`src/rtl/icache_rsp.sv`:
```
`default_nettype none
// icache_rsp: direct-mapped read-only instruction cache. Hits answer on the next cycle.
// Misses stall fetch and refill the whole line, word 0 first, from backing memory.
module icache_rsp #(
  parameter int LINES = 16,
  parameter int WORDS = 4
) (
  input  logic        i_clk,
  input  logic        i_rst,
  input  logic        i_req_vld,
  input  logic [31:0] i_req_addr,
  input  logic        i_flush,
  input  logic        i_inval,
  output logic        o_rsp_vld,
  output logic [31:0] o_rsp_inst,
  output logic        o_busy,
  output logic        o_mem_ren,
  output logic [31:0] o_mem_addr,
  input  logic        i_mem_valid,
  input  logic [31:0] i_mem_rdata
);

  localparam int OW = $clog2(WORDS);
  localparam int IW = $clog2(LINES);
  localparam int TW = 30 - OW - IW;

  typedef enum logic [1:0] {
    IDLE = 2'd0,
    FILL = 2'd1,
    RESP = 2'd2
  } state_e;

  state_e          state_q, state_d;
  logic [29:0]     req_word_q, req_word_d;
  logic [OW-1:0]   beat_q, beat_d;
  logic            drop_q, drop_d;
  logic            inval_pend_q, inval_pend_d;
  logic            rsp_vld_q, rsp_vld_d;
  logic [31:0]     rsp_inst_q, rsp_inst_d;

  logic [LINES-1:0] valid_q;
  logic [TW-1:0]    tag_q  [LINES];
  logic [31:0]      data_q [LINES*WORDS];

  logic            fill_we;
  logic            line_set;
  logic            inval_all;

  logic [OW-1:0]   w_req_off;
  logic [IW-1:0]   w_req_idx;
  logic [TW-1:0]   w_req_tag;
  logic            w_hit;
  logic [OW-1:0]   w_fill_off;
  logic [IW-1:0]   w_fill_idx;
  logic [TW-1:0]   w_fill_tag;
  logic            w_unused;

  assign w_req_off  = i_req_addr[2+OW-1:2];
  assign w_req_idx  = i_req_addr[2+OW+IW-1:2+OW];
  assign w_req_tag  = i_req_addr[31:2+OW+IW];
  assign w_hit      = valid_q[w_req_idx] && (tag_q[w_req_idx] == w_req_tag);
  assign w_unused   = ^i_req_addr[1:0];

  assign w_fill_off = req_word_q[OW-1:0];
  assign w_fill_idx = req_word_q[OW+IW-1:OW];
  assign w_fill_tag = req_word_q[29:OW+IW];

  always_comb begin
    state_d      = state_q;
    req_word_d   = req_word_q;
    beat_d       = beat_q;
    drop_d       = drop_q;
    inval_pend_d = inval_pend_q;
    rsp_vld_d    = 1'b0;
    rsp_inst_d   = rsp_inst_q;
    o_busy       = 1'b0;
    o_mem_ren    = 1'b0;
    o_mem_addr   = 32'h0;
    fill_we      = 1'b0;
    line_set     = 1'b0;
    inval_all    = 1'b0;

    case (state_q)
      IDLE: begin
        // The hit lookup above uses the valid bits before this cycle's invalidate.
        inval_all = i_inval;
        if (i_req_vld && !i_flush) begin
          if (w_hit) begin
            rsp_vld_d  = 1'b1;
            rsp_inst_d = data_q[{w_req_idx, w_req_off}];
          end else begin
            o_busy       = 1'b1;
            req_word_d   = i_req_addr[31:2];
            beat_d       = '0;
            drop_d       = 1'b0;
            inval_pend_d = 1'b0;
            state_d      = FILL;
          end
        end
      end

      FILL: begin
        o_busy     = 1'b1;
        o_mem_ren  = 1'b1;
        o_mem_addr = {req_word_q[29:OW], beat_q, 2'b00};
        if (i_flush) drop_d = 1'b1;
        if (i_inval) inval_pend_d = 1'b1;
        if (i_mem_valid) begin
          fill_we = 1'b1;
          beat_d  = beat_q + OW'(1);
          if (beat_q == OW'(WORDS - 1)) begin
            line_set = 1'b1;
            state_d  = RESP;
          end
        end
      end

      RESP: begin
        o_busy = 1'b1;
        if (!drop_q && !i_flush) begin
          rsp_vld_d  = 1'b1;
          rsp_inst_d = data_q[{w_fill_idx, w_fill_off}];
        end
        // A deferred invalidate also wipes the line that was just filled.
        inval_all    = inval_pend_q | i_inval;
        inval_pend_d = 1'b0;
        state_d      = IDLE;
      end

      default: state_d = IDLE;
    endcase
  end

  always_ff @(posedge i_clk) begin
    if (i_rst) begin
      state_q      <= IDLE;
      req_word_q   <= '0;
      beat_q       <= '0;
      drop_q       <= 1'b0;
      inval_pend_q <= 1'b0;
      rsp_vld_q    <= 1'b0;
      rsp_inst_q   <= 32'h0;
      valid_q      <= '0;
    end else begin
      state_q      <= state_d;
      req_word_q   <= req_word_d;
      beat_q       <= beat_d;
      drop_q       <= drop_d;
      inval_pend_q <= inval_pend_d;
      rsp_vld_q    <= rsp_vld_d;
      rsp_inst_q   <= rsp_inst_d;
      if (inval_all) valid_q <= '0;
      else if (line_set) valid_q[w_fill_idx] <= 1'b1;
    end
  end

  always_ff @(posedge i_clk) begin
    if (fill_we) data_q[{w_fill_idx, beat_q}] <= i_mem_rdata;
    if (line_set) tag_q[w_fill_idx] <= w_fill_tag;
  end

  assign o_rsp_vld  = rsp_vld_q;
  assign o_rsp_inst = rsp_inst_q;

endmodule
`default_nettype wire

```
`config.mk`:
```
export PLATFORM = sky130hd
export DESIGN_NAME = icache_rsp
export DESIGN_NICKNAME = d
export VERILOG_FILES = /design/src/rtl/icache_rsp.sv
export SDC_FILE = /design/constraint.sdc
export NUM_CORES = 2
export LEC_CHECK = 0
export ABC_CLOCK_PERIOD_IN_PS = 4700
export CAP_MARGIN = 10
export CORE_MARGIN = 1
export CORE_UTILIZATION = 40
export CTS_BUF_LIST = sky130_fd_sc_hd__clkbuf_4 sky130_fd_sc_hd__clkbuf_8
export CTS_CLUSTER_DIAMETER = 80
export DETAILED_ROUTE_END_ITERATION = 12
export PLACE_DENSITY = 0.55
export SYNTH_ARGS = -nofsm -noshare
export SYNTH_HDL_FRONTEND = slang
export SYNTH_SLANG_ARGS = --single-unit
```
`constraint.sdc`:
```
create_clock -name i_clk -period 4.7 [get_ports i_clk]
set_clock_uncertainty 0.15 [all_clocks]
set_input_delay 0.47 -clock i_clk [delete_from_list [all_inputs] [get_ports i_clk]]
set_output_delay 0.47 -clock i_clk [all_outputs]
set_load 0.05 [all_outputs]
```
==> impl_results.md <==
- Fin. Hold Viols: 0
- Relative slew slack: 16.8%
- Core area: 0.280 mm²
- I/O pin count: 137
- Maximum vdd drop: ~0.00022 V
- Cells on worst reg2reg path: 8
- Post-Syn Area: 0.113 mm²
- Leak Pwr: 39.9 nW
- Gr ovfl total: 0
- Xor/xnor share of the synthesized area: 0.193%
- Synth Area in Simple Gates: about 1.8%
- Setup violators final: 0
- Fraction of layout cells with a size suffix above 1: slightly above 40%
- CTS tree: yes
- Register area: 0.0749 mm²
- Clk sinks: 2523
- Pwr Density: 372 mW/mm²
- Post-DP Area: 0.122 mm²
- Seq/Total Area, Yosys: 66.1%
- Setup Buffers After CTS: 0
- Clock Path Buffers: 4
- CP Capture Type: output pin
- Min-Delay Path Class: in -> reg
- Clock-pin slew on the worst setup and hold paths: about 0.070 ns
- Fmax: 229 MHz
- Worst-margin pin slew: 1.25 ns
- Status: finished, final reports clean
- Slowest cell on the critical path: mux4_2
- MaxCap Viol Count: 0
- Largest family of logic cells by synthesized area: multiplexers
- WL/cell: 37.9 µm
- Min cycle time layout: 4.36 ns
- Crit path cell chain: mux4_2, mux2i_1, xor2_1, a211oi_1, buf_4, nor4b_1, and4_1, a211oi_4, nor2_1, nor2_1, buf_4
- Initial antenna violation count: 19
- Starting density of the core: 40.4%
- Synth warnings: 0
- Post-synth EDFFs: 2432
- Synth Instances: about 5200
- Placed wire-length estimate: 216000 µm
- Multiplexer share of the synthesized area: between 20% and 30%
- CTS root buf: clkbuf_8
- Final instance area: 0.131 mm²
- Vias post-DR: 62000
- Predominant post-synthesis flop cell: edfxtp_1
- Reg2Reg Setup Slack: 0.86 ns
- Post-synth top area cell: edfxtp_1
- Avg Cell Area, Syn: 21.7 µm²
- DP Cell Count: roughly 9000
- Starting DRC count in detailed routing: 7248
- Synthesized-area fraction occupied by adder cells: 0.0552%
- Compound-Gate Fraction of Synth Area: 1.90%
- Req. time, crit path: slightly above 4 ns
- Vias in the first global route: 63800
- Antenna Violating Nets Remaining: 0
- #FFs+latches synth: roughly 2500
- CTS H-tree lvls: 5
- Layout area overhead: 15.3%
- CTS hold repair buffers: 27
- Async S/R FF share, synth: 0%
- Buffers & Inverters on Critical Path: 2
- Critical Path AT: roughly 3.7 ns
- Max Slew Vio Count: 0
- DRC errors left: 0
- Hold_ws: between 0.03 and 0.04 ns
- Fillers: 23300
- Critical Path Fanout Max: 3
- Startpoint types: flip-flop
- Setup TNS Final: 0 ns
- Later-pin clock latency in the skew report: roughly 1.1 ns
- CTS Buf Count: 433
- Largest net degree at the start of global routing: 78
- Final wirelength: 373000 µm
- First-pass GRT wire length: 515000 µm
- Layout Utilization: a little under half
- Routability Congestion: 0.817
- Worst Setup Path Type: reg -> out
- RSZ-0062 raised after global routing: false
- Drt pass-1 iters: 5
- Die H: 534 µm
- GRT Util Overall: 26.1%
- Die X: approximately 530 µm
- CP endpoint: o_busy
- Vias per cell: roughly 6.3
- Area of the multi-input gates: 0.0371 mm²
- Synth top area share: 64.5%
- Crit path from: tag_q[9][14]$_DFFE_PP_
- Site Rows: a little under 200
- Final nets: roughly 5800
- Final worst path period share: 92.9%
- Finished Layout Cells: approximately 9800
- Worst path depth: 11
- R2r endpoint: o_rsp_inst[25]$_SDFFE_PP0P_
- Top cells by area, synth: edfxtp_1 64%, mux4_2 26%, mux2i_1 2.1%, dfxtp_1 1.6%, clkbuf_1 0.67%
- Post-CTS Resized: 0
- Port-buffer cells: 132
- Family with the most delay on the worst path: multiplexers
- Die ar.: 0.285 mm²
- Distinct cells, synth: 66
- Critical path's largest stage delay: 0.47 ns
-- how the worst min path moves through the flow --
stage,from,end,depth (start not counted)
2_1_floorplan,valid_q[10]$_SDFFE_PP0P_,valid_q[10]$_SDFFE_PP0P_,1
3_3_place_gp,valid_q[14]$_SDFFE_PP0P_,valid_q[14]$_SDFFE_PP0P_,1
3_5_place_dp,valid_q[2]$_SDFFE_PP0P_,valid_q[2]$_SDFFE_PP0P_,1
4_1_cts,i_mem_rdata[20],data_q[48][20]$_DFFE_PP_,1
5_1_grt,i_req_addr[23],req_word_q[21]$_SDFFE_PP0P_,3
6_report,i_mem_rdata[18],data_q[2][18]$_DFFE_PP_,1
-- state kept, by name, summed over array words and instances (netlist names), named ones only --
register	count
drop_q	1
req_word_q	30
o_rsp_inst	32
inval_pend_q	1
beat_q	2
o_rsp_vld	1
valid_q	16
data_q	2048
state_q	2
tag_q	384
-- power breakdown --
part | internal, mW | switching [mW] | total, mW | leakage [nW]
Clock | 10.9 | 9.22 | 20.1 | 4.57
Combinational | 1.57 | 2.02 | 3.59 | 12.8
Sequential | 24.7 | 0.123 | 24.8 | 22.5
-- worst reg2reg max path, stage by stage (launching register included) --
cell and delay (ns):
dfxtp_4 0.67, buf_12 0.33, buf_4 0.33, mux4_2 0.56, mux4_2 0.54, a22oi_1 0.18
nand4_1 0.50, a21oi_1 0.37, a311oi_2 0.07
-- metrics by stage --
| stage | power [mW] | setup slack (ns) |
|---|---|---|
| 2_1_floorplan | 27.4 | 0.493 |
| 3_3_place_gp | 28.8 | 0.362 |
| 3_5_place_dp | 28.9 | 0.349 |
| 4_1_cts | 48.9 | 0.229 |
| 5_1_grt | 49.9 | 0.148 |
| 6_report | 48.5 | 0.335 |
-- logic make-up after synthesis --
kind of cell,after synthesis
flip-flops,2523
multiplexers,1548
buffers and inverters,444
AND/OR/NAND/NOR,427
AO/OA/AOI/OAI,249
XOR/XNOR,25
adder cells (fa/ha/maj),5
other,1
-- synth_stat cells, types with 19 or more instances --
cell,count
edfxtp_1,2432
mux4_2,1313
mux2i_1,232
clkbuf_1,203
nor2_1,123
nand2_1,112
buf_2,104
dfxtp_1,91
a22oi_1,88
buf_1,66
nand3_1,50
and2_1,41
inv_1,38
nand4_1,26
buf_4,24
a311oi_2,22
a32oi_1,22
a21oi_1,19
-- routing by layer --
| layer | part of all wire (%) | GRT usage (%) | vias to the layer above |
|---|---|---|---|
| li1 | - | - | 24100 |
| met3 | 8.5 | 5.35 | 669 |
| met5 | 0.0035 | 0 | - |
| met2 | 48 | 41.8 | 3052 |
| met1 | 40 | 35.6 | 34200 |
| met4 | 3.7 | 9.10 | 2 |
-- placed cells by master (no fill, tap or decap), drive strengths merged, types with 22 or more instances in the layout --
cell type and instances:
edfxtp 2432, mux4 1313, clkbuf 578, buf 369, mux2i 232, clkinv 184, nor2 123, nand2 112
clkdlybuf4s50 93, dfxtp 91, a22oi 88, inv 51, nand3 50, and2 41, a311oi 40, dlygate4sd3 27
nand4 27, a32oi 22
-- area by class of cell --
type,instances,area share [%]
Antenna cell,7,0.0134
Clock buffer,578,5.48
Clock inverter,217,1.13
Inverter,40,0.127
Multi-Input combinational cell,2256,28.4
Sequential cell,2523,57.3
Tap cell,3724,3.57
Timing Repair Buffer,489,3.94
(Power assumes the default switching activity.)
